## src/rtl/cassette_recorder_if.sv

```systemverilog
// Tape-side bus of the cassette recorder: Q-tick/motor/DAC inputs in,
// SRAM write port and tape status out.
interface cassette_recorder_if;
    logic        Q;
    logic        en;
    logic        rewind;
    logic [5:0]  dac_in;
    logic [15:0] sram_addr;
    logic [7:0]  sram_data;
    logic        sram_wr;
    logic [15:0] byte_count;
    logic        full;

    modport master (
        output Q, en, rewind, dac_in,
        input  sram_addr, sram_data, sram_wr, byte_count, full
    );

    modport slave (
        input  Q, en, rewind, dac_in,
        output sram_addr, sram_data, sram_wr, byte_count, full
    );
endinterface

```

## src/rtl/cassette_recorder.sv

```systemverilog
// Cassette recorder: digitises the DAC output with hysteresis, classifies each
// waveform period as a 1 or 0 bit and writes assembled bytes into tape SRAM.
module cassette_recorder #(
    parameter int unsigned HI_TH     = 36,
    parameter int unsigned LO_TH     = 28,
    parameter int unsigned MIN_P     = 150,
    parameter int unsigned SPLIT     = 560,
    parameter int unsigned MAX_P     = 1200,
    // Last writable SRAM address; reaching it latches full.
    parameter logic [15:0] LAST_ADDR = 16'hFFFF
) (
    input  logic                  clk,
    input  logic                  reset_n,
    cassette_recorder_if.slave    bus
);

    localparam logic [5:0]  L_HI    = 6'(HI_TH);
    localparam logic [5:0]  L_LO    = 6'(LO_TH);
    localparam logic [11:0] L_MIN   = 12'(MIN_P);
    localparam logic [11:0] L_SPLIT = 12'(SPLIT);
    localparam logic [11:0] L_MAX   = 12'(MAX_P);

    typedef enum logic [1:0] {
        S_IDLE    = 2'd0,
        S_ARM     = 2'd1,
        S_MEASURE = 2'd2
    } state_t;

    state_t      r_state, w_state_nx;
    logic        r_level, w_level_nx, w_rise;
    logic [10:0] r_cnt;
    logic [11:0] w_period;
    logic        w_clr_cnt;
    logic [2:0]  r_bit_idx, w_bit_nx;
    logic [7:0]  r_shift, w_shift_nx;
    logic        w_byte_done;
    logic        r_wr, r_full;
    logic [7:0]  r_data;
    logic [15:0] r_ptr, r_count;

    // Hysteresis comparator on the DAC value.
    always_comb begin
        if (bus.dac_in >= L_HI) begin
            w_level_nx = 1'b1;
        end else if (bus.dac_in < L_LO) begin
            w_level_nx = 1'b0;
        end else begin
            w_level_nx = r_level;
        end
    end

    assign w_rise   = bus.Q & ~r_level & w_level_nx;
    assign w_period = {1'b0, r_cnt} + 12'd1;

    // Digitised level and saturating period counter, advanced on Q ticks.
    always_ff @(posedge clk or negedge reset_n) begin
        if (!reset_n) begin
            r_level <= 1'b0;
            r_cnt   <= 11'd0;
        end else if (bus.Q) begin
            r_level <= w_level_nx;
            if (w_clr_cnt) begin
                r_cnt <= 11'd0;
            end else if (r_cnt != 11'h7FF) begin
                r_cnt <= r_cnt + 11'd1;
            end
        end
    end

    // Recording state machine, bit classification and byte assembly.
    always_comb begin
        w_state_nx  = r_state;
        w_bit_nx    = r_bit_idx;
        w_shift_nx  = r_shift;
        w_clr_cnt   = w_rise;
        w_byte_done = 1'b0;
        if (bus.rewind) begin
            w_bit_nx   = 3'd0;
            w_shift_nx = 8'd0;
            w_state_nx = bus.en ? S_ARM : S_IDLE;
        end else begin
            case (r_state)
                S_IDLE: begin
                    w_bit_nx   = 3'd0;
                    w_shift_nx = 8'd0;
                    w_state_nx = bus.en ? S_ARM : S_IDLE;
                end
                S_ARM: begin
                    if (!bus.en) begin
                        w_state_nx = S_IDLE;
                        w_bit_nx   = 3'd0;
                        w_shift_nx = 8'd0;
                    end else if (w_rise) begin
                        w_state_nx = S_MEASURE;
                    end else begin
                        w_state_nx = S_ARM;
                    end
                end
                S_MEASURE: begin
                    if (!bus.en) begin
                        w_state_nx = S_IDLE;
                        w_bit_nx   = 3'd0;
                        w_shift_nx = 8'd0;
                    end else if (w_rise) begin
                        // Glitches keep counting so they merge into the current cycle.
                        if (w_period < L_MIN) begin
                            w_clr_cnt = 1'b0;
                        end else if (w_period <= L_MAX) begin
                            w_shift_nx  = {(w_period < L_SPLIT), r_shift[7:1]};
                            w_bit_nx    = r_bit_idx + 3'd1;
                            w_byte_done = (r_bit_idx == 3'd7);
                        end else begin
                            w_bit_nx   = 3'd0;
                            w_shift_nx = 8'd0;
                        end
                    end else if (bus.Q && (w_period > L_MAX)) begin
                        w_state_nx = S_ARM;
                        w_bit_nx   = 3'd0;
                        w_shift_nx = 8'd0;
                    end else begin
                        w_state_nx = S_MEASURE;
                    end
                end
                default: begin
                    w_state_nx = S_IDLE;
                    w_bit_nx   = 3'd0;
                    w_shift_nx = 8'd0;
                end
            endcase
        end
    end

    // State, bit index and shift register.
    always_ff @(posedge clk or negedge reset_n) begin
        if (!reset_n) begin
            r_state   <= S_IDLE;
            r_bit_idx <= 3'd0;
            r_shift   <= 8'd0;
        end else begin
            r_state   <= w_state_nx;
            r_bit_idx <= w_bit_nx;
            r_shift   <= w_shift_nx;
        end
    end

    // SRAM write strobe, then pointer/count update on the clk after the strobe.
    always_ff @(posedge clk or negedge reset_n) begin
        if (!reset_n) begin
            r_wr    <= 1'b0;
            r_data  <= 8'd0;
            r_ptr   <= 16'd0;
            r_count <= 16'd0;
            r_full  <= 1'b0;
        end else if (bus.rewind) begin
            r_wr    <= 1'b0;
            r_ptr   <= 16'd0;
            r_count <= 16'd0;
            r_full  <= 1'b0;
        end else begin
            r_wr <= w_byte_done & ~r_full;
            if (w_byte_done && !r_full) begin
                r_data <= w_shift_nx;
            end
            if (r_wr) begin
                if (r_ptr == LAST_ADDR) begin
                    r_full <= 1'b1;
                end else begin
                    r_ptr <= r_ptr + 16'd1;
                end
                if (r_count != 16'hFFFF) begin
                    r_count <= r_count + 16'd1;
                end
            end
        end
    end

    assign bus.sram_addr  = r_ptr;
    assign bus.sram_data  = r_data;
    assign bus.sram_wr    = r_wr;
    assign bus.byte_count = r_count;
    assign bus.full       = r_full;

endmodule

```

## src/flat_wrapper.sv

```systemverilog
// flat-port wrapper written by rule: the top's interface ports become plain ports
module cassette_recorder_flat 
#(
    parameter int unsigned HI_TH     = 36,
    parameter int unsigned LO_TH     = 28,
    parameter int unsigned MIN_P     = 150,
    parameter int unsigned SPLIT     = 560,
    parameter int unsigned MAX_P     = 1200,
                                                            
    parameter logic [15:0] LAST_ADDR = 16'hFFFF
)
  (clk, reset_n, bus_Q, bus_en, bus_rewind, bus_dac_in, bus_sram_addr, bus_sram_data, bus_sram_wr, bus_byte_count, bus_full);
  cassette_recorder_if bus_i ();
  input  logic clk;
  input  logic reset_n;
  input wire logic [$bits(bus_i.Q)-1:0] bus_Q;
  input wire logic [$bits(bus_i.en)-1:0] bus_en;
  input wire logic [$bits(bus_i.rewind)-1:0] bus_rewind;
  input wire logic [$bits(bus_i.dac_in)-1:0] bus_dac_in;
  output wire logic [$bits(bus_i.sram_addr)-1:0] bus_sram_addr;
  output wire logic [$bits(bus_i.sram_data)-1:0] bus_sram_data;
  output wire logic [$bits(bus_i.sram_wr)-1:0] bus_sram_wr;
  output wire logic [$bits(bus_i.byte_count)-1:0] bus_byte_count;
  output wire logic [$bits(bus_i.full)-1:0] bus_full;
  assign bus_i.Q = bus_Q;
  assign bus_i.en = bus_en;
  assign bus_i.rewind = bus_rewind;
  assign bus_i.dac_in = bus_dac_in;
  assign bus_sram_addr = bus_i.sram_addr;
  assign bus_sram_data = bus_i.sram_data;
  assign bus_sram_wr = bus_i.sram_wr;
  assign bus_byte_count = bus_i.byte_count;
  assign bus_full = bus_i.full;
  cassette_recorder #(.HI_TH(HI_TH), .LO_TH(LO_TH), .MIN_P(MIN_P), .SPLIT(SPLIT), .MAX_P(MAX_P), .LAST_ADDR(LAST_ADDR)) u_core (.clk(clk), .reset_n(reset_n), .bus(bus_i));
endmodule
```

## config.mk

```make
export PLATFORM = sky130hd
export DESIGN_NAME = cassette_recorder_flat
export DESIGN_NICKNAME = d
export VERILOG_FILES = /design/src/rtl/cassette_recorder_if.sv /design/src/rtl/cassette_recorder.sv /design/src/flat_wrapper.sv
export SDC_FILE = /design/constraint.sdc
export NUM_CORES = 1
export LEC_CHECK = 0
export CAP_MARGIN = 20
export CORE_ASPECT_RATIO = 0.6
export CORE_UTILIZATION = 55
export CTS_CLUSTER_SIZE = 40
export DETAILED_ROUTE_END_ITERATION = 7
export PLACE_DENSITY = 0.78
export SKIP_CTS_REPAIR_TIMING = 1
export SYNTH_ARGS = -nofsm -noshare
export SYNTH_HDL_FRONTEND = slang
export SYNTH_SLANG_ARGS = --single-unit
```

## constraint.sdc

```tcl
create_clock -name clk -period 5 [get_ports clk]
set_input_delay 1.25 -clock clk [delete_from_list [all_inputs] [get_ports clk]]
set_output_delay 1.25 -clock clk [all_outputs]
set_load 0.05 [all_outputs]
```

==> summary.md, run 1 <==
| Metric | Value |
|---|---|
| First-pass GRT wire length | `approximately 14,000 µm` |
| Most common cell after layout, fill and taps aside | `dfrtp_1` |
| Register area | `between 1500 and 2000 µm²` |
| Slowest stage delay, CP | `510 ps` |
| Post-Syn Area | `3860 µm²` |
| Crit path cell chain | `clkdlybuf4s50_1 -> nor3_1 -> nor3_1 -> and4b_1 -> or4_4 -> o21ai_2 -> a22oi_1 -> o2bb2ai_1` |
| Worst r2r src | `u_core.r_cnt[0]` |
| Core region area | `about 6700 µm²` |
| Final core utilization | `between 60 and 70%` |
| Worst hold stages | `1` |
| Largest net degree at the start of global routing | `37` |
| Clk buf depth | `2` |
| Max Cap Violations | `0` |
| I/O pin count | `53` |
| Clock slew at reported path FFs | `~50 ps` |
| Fmax | `around 290 MHz` |
| Netlist cell types | `61` |
| Synthesis-stage register bit count | `67` |
| P&R area growth vs syn | `19.7%` |
| Max FO, Critical Path | `12` |
| Hold crit path type | `flop to flop` |
| Pint | `~0.00097 W` |
| Num rows | `23` |
| RSZ-0062 raised after global routing | `no` |
| Starting Density | `between 50% and 60%` |
| Final net count | `470` |
| Sequential share of the synthesized area | `43.5%` |
| Setup_tns | `0 ps` |
| Part of the power in combinational logic | `around a tenth` |
| Clock root buffer | `clkbuf_16` |
| Initial antenna violation count | `0` |
| Setup CP Type | `input pin to flop` |
| DIE AREA | `7360 µm²` |
| Met3 WL | `around 580 µm` |
| Layout cells sized above 1 | `6.61%` |
| Slew @ Worst Pin | `around 900 ps` |
| P_sw | `between 0.0003 and 0.0004 W` |
| Crit path capture type | `flop` |
| Tmin final | `between 3000 and 4000 ps` |
| DR vias/cell | `around 5.9` |
| Worst Hold End | `u_core.bus.sram_data[2]` |
| PwrDens | `roughly 290 nW/µm²` |
| Vias after detailed routing | `~3,200` |
| Port Buf Inserts | `50` |
| Pre-antenna DRT Iters | `4` |
| Cts bufs inserted | `9` |
| Crit path DAT | `3700 ps` |
| Clk_lat worst skew | `between 300 and 400 ps` |
| Clock Sinks | `67` |
| Worst hold margin | `~490 ps` |
| Asr flop ratio synth | `100%` |
| Clock Power Share | `42.9%` |
| Post-Syn Instances | `between 400 and 500` |
| Max-slew headroom | `38.7%` |
| Worst hold start | `u_core.bus.sram_data[2]` |
| Max Used Layer | `met4` |
| Fillers | `roughly 530` |
| RR Endpoint | `u_core.bus.sram_data[4]` |
| Register share of total power | `between 40 and 50%` |
| Synth warn | `0` |
| Most frequent cells in the layout | `dfrtp_1, nor2_1, clkdlybuf4s50_1` |
| # diodes | `0` |
| CP required | `between 5000 and 6000 ps` |
| Residual DRC | `0` |
| Max H-tree Level | `3` |
| All-Layer GR Usage | `between 20% and 30%` |
| Peak supply drop | `between 0.2 and 0.25 mV` |
| R2r setup slk | `approximately 1600 ps` |
| Max-slew violation count | `0` |
| Area of the multi-input gates | `2010 µm²` |
| CP max stage cell | `or4_4` |
| Status | `complete, no violations` |
| Post-Syn Nets | `roughly 430` |
| DR WL/cell | `16.2 µm` |
| Sw Ratio | `26.9%` |
| Total Wirelength | `8780 µm` |
| Die height | `roughly 67 µm` |
| Final Hold Fails | `0` |
| Total gr overflow | `0` |
| Syn_area_per_cell | `around 9.5 µm²` |
| Routed Antenna Nets | `0` |
| Die width | `about 110 µm` |
| Met2 WL | `roughly 3800 µm` |
| CP startpoint kind | `input pin` |
| Period utilization | `between 60% and 70%` |
| 1st-iter DRT viols | `230` |
| FF-to-FF path depth | `9` |
| CP dominant cell by count | `nor3_1` |
| Clk_skew | `7.87 ps` |
| Routed length on met1 | `around 4300 µm` |
| Post-synth EDFFs | `0` |
| CTS tree | `built` |
| Leakage | `slightly below 2 nW` |
| Final setup fails | `0` |
| Number of global-route vias before repair | `between 2,000 and 3,000` |
| Dpl hpwl | `about 5800 µm` |
| Most used DFF post-synth | `dfrtp_1` |
| RePlAce Congestion | `~0.92` |
[cells by family after synthesis]
group	Yosys count	synth area share, %
AO/OA/AOI/OAI	69	13.3
XOR/XNOR	37	8.60
adder cells (fa/ha/maj)	9	2.92
buffers and inverters	31	4.35
flip-flops	67	43.5
multiplexers	8	2.11
AND/OR/NAND/NOR	186	25.3
[stage by stage]
| step | instance area, µm² | total power, W | std cells | worst slack [ps] |
|---|---|---|---|---|
| after floorplan | 3860 | 0.000736 | 407 | 2060 |
| after global placement | 4350 | 0.000755 | 525 | 1350 |
| after detailed placement | 4350 | 0.000762 | 525 | 1290 |
| after CTS | 4610 | 0.00133 | 540 | 1580 |
| after global routing | 4620 | 0.00138 | 541 | 1340 |
| final | 4620 | 0.00132 | 541 | 1540 |
[layer usage]
layer	vias up	global-route usage (%)
li1	1536	-
met1	1561	37.5
met2	103	37.4
met3	12	7.24
met4	0	9.21
met5	-	0
[area by class of cell]
class                      count  share of cell area, %
clock inverter                 2                  0.271
clock buffer                  13                   5.42
sequential                    67                   36.3
timing repair buffer          53                   11.2
inverter                      10                  0.813
tap                           87                   2.36
multi-input combinational    309                   43.6
[flip-flops by register name, indices dropped and copies added, names as in the netlist]
name / count
u_core.r_state: 2
u_core.bus.sram_wr: 1
u_core.bus.sram_addr: 16
u_core.bus.byte_count: 16
u_core.r_cnt: 11
u_core.r_level: 1
u_core.bus.sram_data: 8
u_core.bus.full: 1
u_core.r_bit_idx: 3
u_core.r_shift: 8
[power groups by stage]
stage                     Clock [W]  Combinational, W  Sequential [W]
after floorplan                   0          0.000150        0.000586
after global placement            0          0.000138        0.000617
after detailed placement          0          0.000141        0.000621
after CTS                  0.000579          0.000142        0.000612
after global routing       0.000604          0.000158        0.000617
final                      0.000569          0.000142        0.000614
[Yosys cell counts (2+ instances only)]
| library cell | instances | area [µm²] |
|---|---|---|
| and2_1 | 3 | 18.8 |
| a22oi_1 | 9 | 67.6 |
| nor4_1 | 2 | 12.5 |
| nand2b_1 | 3 | 18.8 |
| and4_1 | 6 | 52.6 |
| buf_2 | 2 | 10.0 |
| buf_6 | 3 | 33.8 |
| xnor2_1 | 6 | 52.6 |
| and3b_1 | 2 | 17.5 |
| o2bb2ai_1 | 8 | 70.1 |
| o21ai_0 | 11 | 55.1 |
| nor2b_1 | 11 | 68.8 |
| xor2_1 | 30 | 263 |
| o31ai_1 | 4 | 30.0 |
| a21boi_0 | 2 | 15.0 |
| o211a_1 | 2 | 20.0 |
| and3_1 | 4 | 25.0 |
| ha_1 | 9 | 113 |
| a32oi_1 | 2 | 17.5 |
| o211ai_1 | 3 | 22.5 |
| nand4_1 | 13 | 81.3 |
| clkbuf_1 | 8 | 30.0 |
| a31oi_1 | 3 | 18.8 |
| a21o_1 | 4 | 30.0 |
| mux2i_1 | 7 | 70.1 |
| nand3_2 | 2 | 20.0 |
| inv_1 | 10 | 37.5 |
| a21oi_1 | 7 | 35.0 |
| nor2_1 | 58 | 218 |
| buf_4 | 7 | 52.6 |
| dfrtp_1 | 67 | 1680 |
| or3_1 | 5 | 31.3 |
| a21boi_1 | 2 | 15.0 |
| nor3_1 | 9 | 45.0 |
| nand3_1 | 21 | 105 |
| nand2_1 | 37 | 139 |
[how the worst max path moves through the flow]
stage | startpoint | end | depth (start not counted)
final | bus_dac_in[2] | u_core.bus.sram_data[4] | 8
after global routing | u_core.r_cnt[0] | u_core.bus.sram_data[0] | 9
after CTS | bus_dac_in[2] | u_core.bus.sram_data[4] | 8
after detailed placement | bus_dac_in[2] | u_core.bus.sram_data[6] | 8
after global placement | bus_Q | u_core.bus.sram_data[6] | 7
after floorplan | bus_rewind | u_core.bus.sram_data[7] | 8
[worst max-delay path, delay by kind of cell]
| family | cells | cell delay, ps |
|---|---|---|
| AOI/OAI and AO/OA | 3 | 820 |
| and+or+nand+nor | 4 | 1190 |
| buffers and inverters | 1 | 450 |
No activity file was read; power rests on OpenSTA's default activity.
==> inputs of run 2 (changes only) <==
clock period = 3.5 ns   (was 5 ns; I/O delays follow)
==> summary.md, run 2 (synthesized netlist as in run 1, its figures left out) <==
| Metric | Value |
|---|---|
| Final setup fails | `0 (unchanged)` |
| Clk_lat worst skew | `320 ps (was 330 ps)` |
| Port Buf Inserts | `50 (unchanged)` |
| Crit path capture type | `flop (unchanged)` |
| Clock slew at reported path FFs | `50 ps (about the same)` |
| Most common cell after layout, fill and taps aside | `dfrtp_1 (unchanged)` |
| Setup_tns | `0 ps (unchanged)` |
| Max Cap Violations | `0 (unchanged)` |
| Crit path DAT | `3360 ps (was 3700 ps)` |
| Total gr overflow | `0 (unchanged)` |
| Clock root buffer | `clkbuf_16 (unchanged)` |
| Register share of total power | `46.5% (was 46.3%)` |
| Tmin final | `around 3200 ps` |
| Max H-tree Level | `3 (unchanged)` |
| Slew @ Worst Pin | `805 ps (was 918 ps)` |
| Die width | `110 µm (unchanged)` |
| Pre-antenna DRT Iters | `5 (was 4)` |
| Total Wirelength | `8950 µm (was 8780 µm)` |
| RePlAce Congestion | `0.873 (was 0.919)` |
| Sw Ratio | `27.2% (was 26.9%)` |
| Residual DRC | `0 (unchanged)` |
| Part of the power in combinational logic | `11.8% (was 10.7%)` |
| Clk_skew | `5.88 ps (was 7.87 ps)` |
| Peak supply drop | `0.301 mV (was 0.239 mV)` |
| Die height | `66.9 µm (unchanged)` |
| All-Layer GR Usage | `26.7% (was 26.1%)` |
| Total Power | `0.00188 W (was 0.00132 W)` |
| Core region area | `6730 µm² (unchanged)` |
| Crit path cell chain | `ha_1 -> and3_1 -> mux2i_1 -> nor4_1 -> mux2i_1 -> a21oi_2 -> nor3_4 -> nand3b_4 -> o2bb2ai_1 (was clkdlybuf4s50_1 -> nor3_1 -> nor3_1 -> and4b_1 -> or4_4 -> o21ai_2 -> a22oi_1 -> o2bb2ai_1)` |
| Period utilization | `90.3%` |
| Dpl hpwl | `5950 µm (was 5850 µm)` |
| CP startpoint kind | `flop (was input pin)` |
| # diodes | `0 (unchanged)` |
| Delay-heaviest family, CP | `simple AND/OR/NAND/NOR gates (unchanged)` |
| Initial antenna violation count | `0 (unchanged)` |
| PwrDens | `402 nW/µm² (was 287 nW/µm²)` |
| Pint | `0.00137 W (was 0.000968 W)` |
| DR vias/cell | `6.01 (was 5.94)` |
| WP buf/inv | `0 (was 1)` |
| Leakage | `2.00 nW (was 1.95 nW)` |
| CP required | `3700 ps (was 5240 ps)` |
| First-pass GRT wire length | `14,700 µm (was 14,500 µm)` |
| Number of global-route vias before repair | `2,950 (was 2,983)` |
| Largest net degree at the start of global routing | `47 (was 37)` |
| Hold crit path type | `flop to flop (unchanged)` |
| P&R area growth vs syn | `21.4% (was 19.7%)` |
| Max-slew headroom | `45.9% (was 38.7%)` |
| Final net count | `478 (was 470)` |
| Vias after detailed routing | `3,292 (was 3,212)` |
| Num rows | `23 (unchanged)` |
| Starting Density | `57.3% (unchanged)` |
| Fmax | `around 320 MHz` |
| Setup CP Type | `flop to flop (was input pin to flop)` |
| CP max stage cell | `dfrtp_1 (was or4_4)` |
| I/O pin count | `53 (unchanged)` |
| Layout cells sized above 1 | `8.24% (was 6.61%)` |
| RSZ-0062 raised after global routing | `no (unchanged)` |
| DR WL/cell | `16.3 µm (was 16.2 µm)` |
| Status | `complete, no violations (unchanged)` |
| CP dominant cell by count | `mux2i_1 (was nor3_1)` |
| CTS tree | `built (unchanged)` |
| Cts bufs inserted | `9 (unchanged)` |
| Max-slew violation count | `0 (unchanged)` |
| Clk buf depth | `2 (unchanged)` |
| 1st-iter DRT viols | `267 (was 230)` |
| Most frequent cells in the layout | `dfrtp_1, nor2_1, clkdlybuf4s50_1 (unchanged)` |
| DIE AREA | `7360 µm² (unchanged)` |
| Final Hold Fails | `0 (unchanged)` |
| Clock Power Share | `41.7% (was 42.9%)` |
| Slowest stage delay, CP | `500 ps (was 510 ps)` |
| Routed Antenna Nets | `0 (unchanged)` |
| P_sw | `0.000513 W (was 0.000356 W)` |
| Clock Sinks | `67 (unchanged)` |
| Max FO, Critical Path | `9 (was 12)` |
-- run 2: cell types whose count changed in the layout (fill, tap and decap cells not counted), sizes merged --
cell    delta
clkbuf     -2
buf        +8
clkinv     +1
-- run 2: worst reg2reg max path, cell delays in order, from the launching register on --
cell and delay (ps):
dfrtp_1 500, ha_1 230, and3_1 340, mux2i_1 150
nor4_1 410, mux2i_1 330, a21oi_2 160, nor3_4 480
nand3b_4 240, o2bb2ai_1 190
-- run 2: power groups by stage --
stage	logic [W]	clock network, W	registers, W
after CTS	0.000219	0.000802	0.000872
after detailed placement	0.000217	0	0.000886
after global routing	0.000249	0.000837	0.000885
after floorplan	0.000214	0	0.000837
final	0.000223	0.000785	0.000875
after global placement	0.000208	0	0.000883
-- run 2: final cells by class --
class / count / area [µm²]
multi-input combinational: 309 / 2010
clock buffer: 11 / 233
inverter: 10 / 37.5
tap: 87 / 109
sequential: 67 / 1680
fill: 539 / 2050
timing repair buffer: 61 / 598
clock inverter: 3 / 17.5
-- run 2: final timing paths --
check	from	endpoint	slack, ps	cells after the start
worst max-delay path	u_core.r_cnt[0]	u_core.bus.sram_data[7]	340	9
worst min register to register	u_core.bus.sram_data[2]	u_core.bus.sram_data[2]	480	1
min in group asynchronous	reset_n	u_core.r_cnt[2]	540	1
worst max register to register	u_core.r_cnt[0]	u_core.bus.sram_data[7]	340	9
worst min-delay path	u_core.bus.sram_data[2]	u_core.bus.sram_data[2]	480	1
max in group asynchronous	reset_n	u_core.bus.sram_addr[7]	2170	3
-- run 2: routing by layer --
layer	part of all wire, %	vias to the layer above	wire, µm	GRT usage [%]
met3	7.1	12	638	6.16
met1	48	1598	4320	39.3
li1	-	1551	-	-
met2	44	131	3910	39.5
met4	0.94	0	84	6.58
met5	0	-	0	0
-- run 2: metrics by stage --
stage	hold slack [ps]	worst slack [ps]	instances	area (µm²)	utilization (%)
6_report	485	338	548	4680	69.5
5_1_grt	502	71.7	548	4680	69.5
4_1_cts	489	378	547	4660	69.1
3_5_place_dp	472	240	533	4410	65.4
3_3_place_gp	468	309	533	4410	65.4
2_1_floorplan	452	804	407	3860	-
==> inputs of run 3 (changes only) <==
CORE_UTILIZATION = 50   (was 55)
CTS_BUF_LIST = sky130_fd_sc_hd__clkbuf_2   (was default)
PLACE_DENSITY = 0.72   (was 0.78)
==> summary.md, run 3 (synthesized netlist as in run 1, its figures left out) <==
| Metric | Value |
|---|---|
| Final Hold Fails | `0 (unchanged)` |
| I/O pin count | `53 (unchanged)` |
| PwrDens | `339 nW/µm² (was 402 nW/µm²)` |
| Residual DRC | `0 (unchanged)` |
| GRT met1 Usage | `37.1% (was 39.3%)` |
| Status | `complete, no violations (unchanged)` |
| Leakage | `1.93 nW (was 2.00 nW)` |
| Starting Density | `52.4% (was 57.3%)` |
| Met3 Resource Use GR | `7.99% (was 6.16%)` |
| DR vias/cell | `5.65 (was 6.01)` |
| Met2 usage | `31.8% (was 39.5%)` |
| Clock slew at reported path FFs | `190 ps (was 50 ps)` |
| Max Cap Violations | `0 (unchanged)` |
| Die width | `115 µm (was 110 µm)` |
| Max-slew violation count | `0 (unchanged)` |
| CP required | `3960 ps (was 3700 ps)` |
| Total Power | `0.00154 W (was 0.00188 W)` |
| 1st-iter DRT viols | `210 (was 267)` |
| P&R area growth vs syn | `17.4% (was 21.4%)` |
| Routed Antenna Nets | `0 (unchanged)` |
| Area of the multi-input gates | `2010 µm² (unchanged)` |
| RSZ-0062 raised after global routing | `no (unchanged)` |
| Port Buf Inserts | `50 (unchanged)` |
| Cts bufs inserted | `9 (unchanged)` |
| Placement Cell Area | `4420 µm² (was 4410 µm²)` |
| Max FO, Critical Path | `9 (unchanged)` |
| Most frequent cells in the layout | `dfrtp_1, nor2_1, clkdlybuf4s50_1 (unchanged)` |
| CTS tree | `built (unchanged)` |
| Setup_tns | `0 ps (unchanged)` |
| Fmax | `319 MHz (was 316 MHz)` |
| All-Layer GR Usage | `23.9% (was 26.7%)` |
| Number of global-route vias before repair | `3,076 (was 2,950)` |
| Total gr overflow | `0 (unchanged)` |
| Crit path DAT | `3590 ps (was 3360 ps)` |
| Clk buf depth | `2 (unchanged)` |
| Most common cell after layout, fill and taps aside | `dfrtp_1 (unchanged)` |
| Max H-tree Level | `3 (unchanged)` |
| Worst hold margin | `512 ps (was 485 ps)` |
| Most Crowded Layer GR | `met1 (was met2)` |
| DIE AREA | `8080 µm² (was 7360 µm²)` |
| Core region area | `7360 µm² (was 6730 µm²)` |
| Setup CP Type | `flop to flop (unchanged)` |
| Final net count | `476 (was 478)` |
| Placed Instances | `549 (was 533)` |
| RePlAce Congestion | `0.865 (was 0.873)` |
| Max-slew headroom | `42.4% (was 45.9%)` |
| CP startpoint kind | `flop (unchanged)` |
| Largest net degree at the start of global routing | `68 (was 47)` |
| Slew @ Worst Pin | `864 ps (was 805 ps)` |
| # diodes | `0 (unchanged)` |
| Tmin final | `3130 ps (was 3160 ps)` |
| Post-route cell area | `4530 µm² (was 4680 µm²)` |
| Period utilization | `89.5% (was 90.3%)` |
| Dpl hpwl | `6000 µm (was 5950 µm)` |
| Hold crit path type | `input pin to async pin (was flop to flop)` |
| Peak supply drop | `0.180 mV (was 0.301 mV)` |
| Die height | `70.0 µm (was 66.9 µm)` |
| Clk_skew | `17.5 ps (was 5.88 ps)` |
| Pre-antenna DRT Iters | `5 (unchanged)` |
| Final setup fails | `0 (unchanged)` |
| Total Wirelength | `8600 µm (was 8950 µm)` |
| Clock Sinks | `67 (unchanged)` |
| Fillers | `649 (was 539)` |
| Num rows | `24 (was 23)` |
| Initial antenna violation count | `0 (unchanged)` |
| Vias after detailed routing | `3,191 (was 3,292)` |
| DR WL/cell | `15.2 µm (was 16.3 µm)` |
| First-pass GRT wire length | `15,000 µm (was 14,700 µm)` |
| Register area | `1680 µm² (unchanged)` |
| Post-route insts no fill | `565 (was 548)` |
| Clk_lat worst skew | `530 ps (was 320 ps)` |
| Layout cells sized above 1 | `8.24% (unchanged)` |
| Crit path capture type | `flop (unchanged)` |
| Clock root buffer | `clkbuf_2 (was clkbuf_16)` |
## run 3: where the power goes
group	internal [W]	switching [W]	leakage, nW
Clock	0.000162	0.000285	0.0707
Combinational	0.0000963	0.000119	0.930
Sequential	0.000800	0.0000739	0.927
## run 3: through the flow
stage	util (%)	setup WS (ps)
final	61.5	367
after global routing	61.5	66.1
after CTS	61.5	389
after detailed placement	60.1	256
after global placement	60.1	301
after floorplan	-	804
## run 3: critical path, cell delays in order, from the launching register on
cell and delay, ps:
dfrtp_1 540, ha_1 220, and3_1 350, mux2i_1 150, nor4_1 370, mux2i_1 360
a21oi_2 160, nor3_4 470, nand4b_4 240, o2bb2ai_1 220
## run 3: cell type report
type,count,area share (%)
clock buffer,10,1.11
clock inverter,6,1.24
inverter,10,0.829
multi-input combinational,309,44.5
sequential,67,37.0
tap,104,2.88
timing repair buffer,59,12.4
## run 3: path summary, 6_finish.rpt
check                                   startpoint                       to  slack, ps  depth (start not counted)
max                                u_core.r_cnt[1]  u_core.bus.sram_data[5]        370                          9
min                                        reset_n        u_core.r_shift[1]        510                          2
max reg2reg                        u_core.r_cnt[1]  u_core.bus.sram_data[5]        370                          9
min reg2reg                u_core.bus.sram_data[7]  u_core.bus.sram_data[7]        520                          1
max in group asynchronous                  reset_n          u_core.r_cnt[9]       2420                          2
min in group clk           u_core.bus.sram_data[7]  u_core.bus.sram_data[7]        520                          1
## run 3: layer usage
metal,vias to the layer above,share of wire (%)
li1,1542,-
met1,1550,52
met2,94,41
met3,5,6.6
met4,0,0.34
met5,-,0
